--- src/rtl/reg_40b_readout_pkg.sv ---
// Shared constants and state type for the 40-bit register byte readout.
package reg_40b_readout_pkg;

    localparam int REG40_W      = 40;
    localparam int REG40_BYTE_W = 8;
    localparam int REG40_NBYTES = 5;
    localparam int REG40_CNT_W  = 3;

    localparam logic [REG40_W-1:0]     REG40_SNAP_RST = 40'hFF_FFFF_FFFF;
    localparam logic [REG40_CNT_W-1:0] REG40_CNT_LAST = 3'd4;

    typedef enum logic {
        IDLE = 1'b0,
        SEND = 1'b1
    } reg40_state_t;

endpackage

--- src/rtl/reg_40b_set.sv ---
// Wide register with synchronous set-to-constant and write enable; set has priority.
module reg_40b_set
    import reg_40b_readout_pkg::*;
#(
    parameter int              W       = REG40_W,
    parameter logic [W-1:0]    SET_VAL = REG40_SNAP_RST
) (
    input  logic         clk,
    input  logic         set,
    input  logic         wr_en,
    input  logic [W-1:0] d,
    output logic [W-1:0] q
);

    always_ff @(posedge clk) begin
        if (set) begin
            q <= SET_VAL;
        end else if (wr_en) begin
            q <= d;
        end
    end

endmodule

--- src/rtl/reg_40b_readout.sv ---
// Snapshots a 40-bit value on request and streams it as five bytes over valid/ready.
// Optional even-parity output enabled by defining REG40_READOUT_PARITY_EN.
module reg_40b_readout
    import reg_40b_readout_pkg::*;
#(
    parameter bit LSB_FIRST = 1'b1
) (
    input  logic                    clk,
    input  logic                    rst,
    input  logic [REG40_W-1:0]      in,
    input  logic                    req_valid,
    output logic                    req_ready,
    output logic [REG40_BYTE_W-1:0] out_data,
    output logic                    out_valid,
    input  logic                    out_ready,
    output logic                    out_last,
`ifdef REG40_READOUT_PARITY_EN
    output logic                    out_par,
`endif
    output logic                    busy
);

    reg40_state_t                               state_reg, state_next;
    logic [REG40_CNT_W-1:0]                     cnt_reg, cnt_next;
    logic [REG40_CNT_W-1:0]                     byte_idx;
    logic [REG40_W-1:0]                         snap_q;
    logic [REG40_NBYTES-1:0][REG40_BYTE_W-1:0]  snap_bytes;
    logic                                       accept;

    // The FSM reset overrides accept, so a request coinciding with rst is dropped.
    assign accept = req_valid && (state_reg == IDLE);

    reg_40b_set #(
        .W       (REG40_W),
        .SET_VAL (REG40_SNAP_RST)
    ) u_snap (
        .clk   (clk),
        .set   (rst),
        .wr_en (accept),
        .d     (in),
        .q     (snap_q)
    );

    genvar gi;
    generate
        for (gi = 0; gi < REG40_NBYTES; gi++) begin : g_bytes
            assign snap_bytes[gi] = snap_q[gi*REG40_BYTE_W +: REG40_BYTE_W];
        end
    endgenerate

    always_ff @(posedge clk) begin
        if (rst) begin
            state_reg <= IDLE;
            cnt_reg   <= '0;
        end else begin
            state_reg <= state_next;
            cnt_reg   <= cnt_next;
        end
    end

    always_comb begin
        state_next = state_reg;
        cnt_next   = cnt_reg;
        req_ready  = 1'b0;
        busy       = 1'b0;
        out_valid  = 1'b0;
        out_last   = 1'b0;
        case (state_reg)
            IDLE: begin
                req_ready = 1'b1;
                if (req_valid) begin
                    state_next = SEND;
                    cnt_next   = '0;
                end
            end
            SEND: begin
                busy = 1'b1;
                // Out-of-range count can only come from an upset; abandon the transfer.
                if (cnt_reg > REG40_CNT_LAST) begin
                    state_next = IDLE;
                    cnt_next   = '0;
                end else begin
                    out_valid = 1'b1;
                    out_last  = (cnt_reg == REG40_CNT_LAST);
                    if (out_ready) begin
                        if (cnt_reg == REG40_CNT_LAST) begin
                            state_next = IDLE;
                        end else begin
                            cnt_next = cnt_reg + 1'b1;
                        end
                    end
                end
            end
            default: begin
                state_next = IDLE;
                cnt_next   = '0;
            end
        endcase
    end

    always_comb begin
        byte_idx = LSB_FIRST ? cnt_reg : (REG40_CNT_LAST - cnt_reg);
        out_data = '0;
        if (out_valid && (byte_idx <= REG40_CNT_LAST)) begin
            out_data = snap_bytes[byte_idx];
        end
    end

`ifdef REG40_READOUT_PARITY_EN
    // out_data is zero when idle, so this is 0 whenever out_valid is low.
    assign out_par = ^out_data;
`endif

endmodule

--- config.mk ---
export PLATFORM = sky130hd
export DESIGN_NAME = reg_40b_readout
export DESIGN_NICKNAME = d
export VERILOG_FILES = /design/src/rtl/reg_40b_readout_pkg.sv /design/src/rtl/reg_40b_set.sv /design/src/rtl/reg_40b_readout.sv
export SDC_FILE = /design/constraint.sdc
export NUM_CORES = 1
export LEC_CHECK = 0
export CAP_MARGIN = 10
export CORE_MARGIN = 4
export CORE_UTILIZATION = 44
export DETAILED_ROUTE_END_ITERATION = 8
export PLACE_DENSITY_LB_ADDON = 0.2
export SLEW_MARGIN = 20
export SYNTH_ARGS = -nofsm -noshare
export SYNTH_HDL_FRONTEND = slang
export SYNTH_HIERARCHICAL = 1
export SYNTH_SLANG_ARGS = --single-unit
--- constraint.sdc ---
create_clock -name clk -period 1.79 [get_ports clk]
set_input_delay 0.537 -clock clk [delete_from_list [all_inputs] [get_ports clk]]
set_output_delay 0.537 -clock clk [all_outputs]
set_load 0.005 [all_outputs]
==> metrics.log <==
INFO  metric run_status = finished with violations
INFO  metric violations = setup timing
INFO  metric initial_utilization = 45.22%
INFO  metric cts_sinks = 44
INFO  metric placement_rows = 25
INFO  metric hold_viol = 0
INFO  metric drt-initial-drc-count = 123
INFO  metric pwr_density_cell = 711.9 nW/µm²
INFO  metric route.antenna.remaining_nets = 0
INFO  metric use_met2 = 27.23%
INFO  metric drt-wirelength-per-cell = 14.11 µm
INFO  metric grt_most_used_layer = met2
INFO  metric io_buffers = 55
INFO  metric cts_made_buffers = 5
INFO  metric setup_slack = -335.5 ps
INFO  metric yosysSeqAreaShare = 41.24%
INFO  metric n_antenna_cell = 0
INFO  metric yosys_warnings = 6
INFO  metric n_fill_cell = 397
INFO  metric layout.cells.most_common_list = sky130_fd_sc_hd__clkdlybuf4s50_1 (43), sky130_fd_sc_hd__a211o_1 (41), sky130_fd_sc_hd__dfxtp_1 (40), sky130_fd_sc_hd__nor2b_1 (38), sky130_fd_sc_hd__buf_4 (22)
INFO  metric top_flip_flop_cell_by_instance_count_after_synthesis = sky130_fd_sc_hd__dfxtp_1
INFO  metric timing.final.setup_violations = 10
INFO  metric place_area = 2913 µm²
INFO  metric multi_input_area = 1230 µm²
INFO  metric average_cell_area_after_synthesis = 10.12 µm²
INFO  metric postSynth.asyncResetShare = 0%
INFO  metric grt_setup_unrepaired = true
INFO  metric clk_path_buf_depth = 2
INFO  metric vias = 1823
INFO  metric static-leakage-power = 1.312 nW
INFO  metric top_level_ports = 56
INFO  metric dieArea = 6033 µm²
INFO  metric synth_top_area_cell = sky130_fd_sc_hd__dfxtp_1
INFO  metric fin_hold_ws = 552.7 ps
INFO  metric min-delay-path-class = flip-flop to flip-flop
INFO  metric gr-usage-met1 = 22.45%
INFO  metric coreArea = 4723 µm²
INFO  metric synthesis.instances = 211
INFO  metric grt_overflow = 0
INFO  metric mostFrequentLayoutCell = sky130_fd_sc_hd__clkdlybuf4s50_1
INFO  metric max-slew-margin-rel = 79.78%
INFO  metric grt_first_pass_wirelength = 8.252 mm
INFO  metric period_share = 118.7%
INFO  metric vias_in_the_first_global_route = 1753
INFO  metric wl = 5.066 mm
INFO  metric fin_skew = 2.717 ps
INFO  metric worstPathArrival = 1590 ps
INFO  metric layout_min_cycle_time = 2125 ps
INFO  metric final_net_count = 337
INFO  metric postSynthRegisterBits = 44
INFO  metric syn-num-nets = 257
INFO  metric worstMarginPinSlew = 303.3 ps
INFO  metric die_width = 77.67 µm
INFO  metric worst_setup_hold_path_clk_slew = 80 ps
INFO  metric route.detailed.drc = 0
INFO  metric global_route.usage.met3 = 4.060%
INFO  metric drt_pass1_iterations = 5
INFO  metric timing.max_cap.violations = 0
INFO  metric cts_root_buf = sky130_fd_sc_hd__clkbuf_8
INFO  metric hpwl = 3.439 mm
INFO  metric post_route_cells_drive_above_1_share = 32.53%
INFO  metric syn_to_final_growth = 48.56%
INFO  metric timing.fmax = 470.5 MHz
INFO  metric p_total = 2.259 mW
INFO  metric clkLatencyLatePin = 300 ps
INFO  metric crit_required = 1250 ps
INFO  metric startpoint_type = flip-flop
INFO  metric clock_tree_from_tritoncts = built
INFO  metric synth_edf_count = 0
INFO  metric fin_tns_setup = -2312 ps
INFO  metric largest_net_degree_at_the_start_of_global_routing = 45
INFO  metric finalInstanceArea = 3173 µm²
INFO  metric critPathKind = flip-flop to output pin
INFO  metric synthDistinctLibCells = 31
INFO  metric critical_path_peak_fanout = 5
INFO  metric report.final.slew_viol_count = 0
INFO  metric seqCellArea = 895.9 µm²
INFO  metric route.detailed.vias_per_inst = 5.078
INFO  metric antenna_found_initial = 0
INFO  metric gp_routability_congestion = 0.7780
INFO  metric peak_supply_drop = 0.7178 mV
INFO  metric detailedPlace.worstSlack = -440.6 ps
INFO  metric cts_htree_levels = 2
INFO  metric synth_top_cells_by_area = sky130_fd_sc_hd__dfxtp_1 (41%), sky130_fd_sc_hd__a211o_1 (17%), sky130_fd_sc_hd__nor2b_1 (11%), sky130_fd_sc_hd__mux2_2 (6.9%), sky130_fd_sc_hd__buf_6 (3.7%)
INFO  metric die_h = 77.67 µm
INFO  metric end_kind = output pin
INFO  metric post_synth_instance_area = 2136 µm²
INFO  metric global_route.usage.total = 17.05%
INFO  metric largest_register_ffs = 40
INFO  metric netlist.area_leader.share = 41.24%
kinds of logic (layout without fill, tap and decap cells):
| family | after synthesis | count (layout) | share of synthesized area (%) |
|---|---|---|---|
| compound gates | 63 | 63 | 23.32 |
| flops | 44 | 44 | 41.24 |
| fa+ha+maj | 2 | 2 | 1.171 |
| buf+inv | 22 | 103 | 7.498 |
| mux | 16 | 16 | 8.553 |
| simple gates | 64 | 64 | 18.22 |
stage by stage:
step,utilization (%),instances
floorplan,-,211
global placement,61.67,344
detailed placement,61.67,344
CTS,66.33,358
global route,67.18,359
finish,67.18,359
worst paths after layout:
| path | startpoint | slack (ps) | end | cells after the start |
|---|---|---|---|---|
| worst max-delay path | byte_idx[1] | -340 | out_data[0] | 7 |
| worst min-delay path | u_snap/q[0] | 550 | u_snap/q[0] | 2 |
| worst max register to register | state_reg | 400 | u_snap/q[37] | 6 |
| worst min register to register | u_snap/q[0] | 550 | u_snap/q[0] | 2 |
power by group:
part           internal (mW)  total [mW]  switching, mW  leakage (nW)
sequential              1.05        1.09         0.0370         0.368
combinational          0.325       0.526          0.201         0.893
clock                  0.308       0.647          0.339        0.0510
total                   1.68        2.26          0.577          1.31
metal layers:
metal | part of all wire (%) | vias to the layer above
met4 | 1.9 | 0
met1 | 47 | 855
li1 | - | 919
met5 | 0 | -
met3 | 4.6 | 8
met2 | 46 | 41
critical path: stages (launching register included):
cell,delay [ps]
sky130_fd_sc_hd__dfxtp_4,360
sky130_fd_sc_hd__buf_6,120
sky130_fd_sc_hd__nor3b_4,250
sky130_fd_sc_hd__buf_6,150
sky130_fd_sc_hd__buf_6,110
sky130_fd_sc_hd__nand2_4,40
sky130_fd_sc_hd__a21oi_2,130
sky130_fd_sc_hd__buf_2,120
cell usage after synthesis (2+ instances only):
cell / number
sky130_fd_sc_hd__a21oi_1: 12
sky130_fd_sc_hd__buf_2: 2
sky130_fd_sc_hd__nand4_1: 2
sky130_fd_sc_hd__inv_1: 4
sky130_fd_sc_hd__and2b_1: 3
sky130_fd_sc_hd__mux2_2: 13
sky130_fd_sc_hd__nand2b_1: 3
sky130_fd_sc_hd__dfxtp_1: 44
sky130_fd_sc_hd__a211o_1: 41
sky130_fd_sc_hd__ha_1: 2
sky130_fd_sc_hd__nor2_1: 2
sky130_fd_sc_hd__nor2b_1: 39
sky130_fd_sc_hd__buf_4: 3
sky130_fd_sc_hd__a22oi_1: 6
sky130_fd_sc_hd__clkbuf_1: 5
sky130_fd_sc_hd__buf_6: 7
sky130_fd_sc_hd__nand2_1: 9
cell type report:
type	instances	share of cell area, %
Clock buffer	6	2.603
Timing Repair Buffer	91	26.97
Clock inverter	2	0.3155
Tap cell	67	2.642
Sequential cell	44	28.23
Inverter	4	0.4732
Multi-Input combinational cell	145	38.76
repair_timing:
action / in CTS / in global routing
resized for setup: 85 / 8
hold endpoints to repair: 0 / 0
endpoints found under the setup margin: 12 / 10
pin swaps: 17 / 10
setup buffers: 8 / 1
hold buffers: 0 / 0
Note: power is estimated with default switching activity, not from simulation.
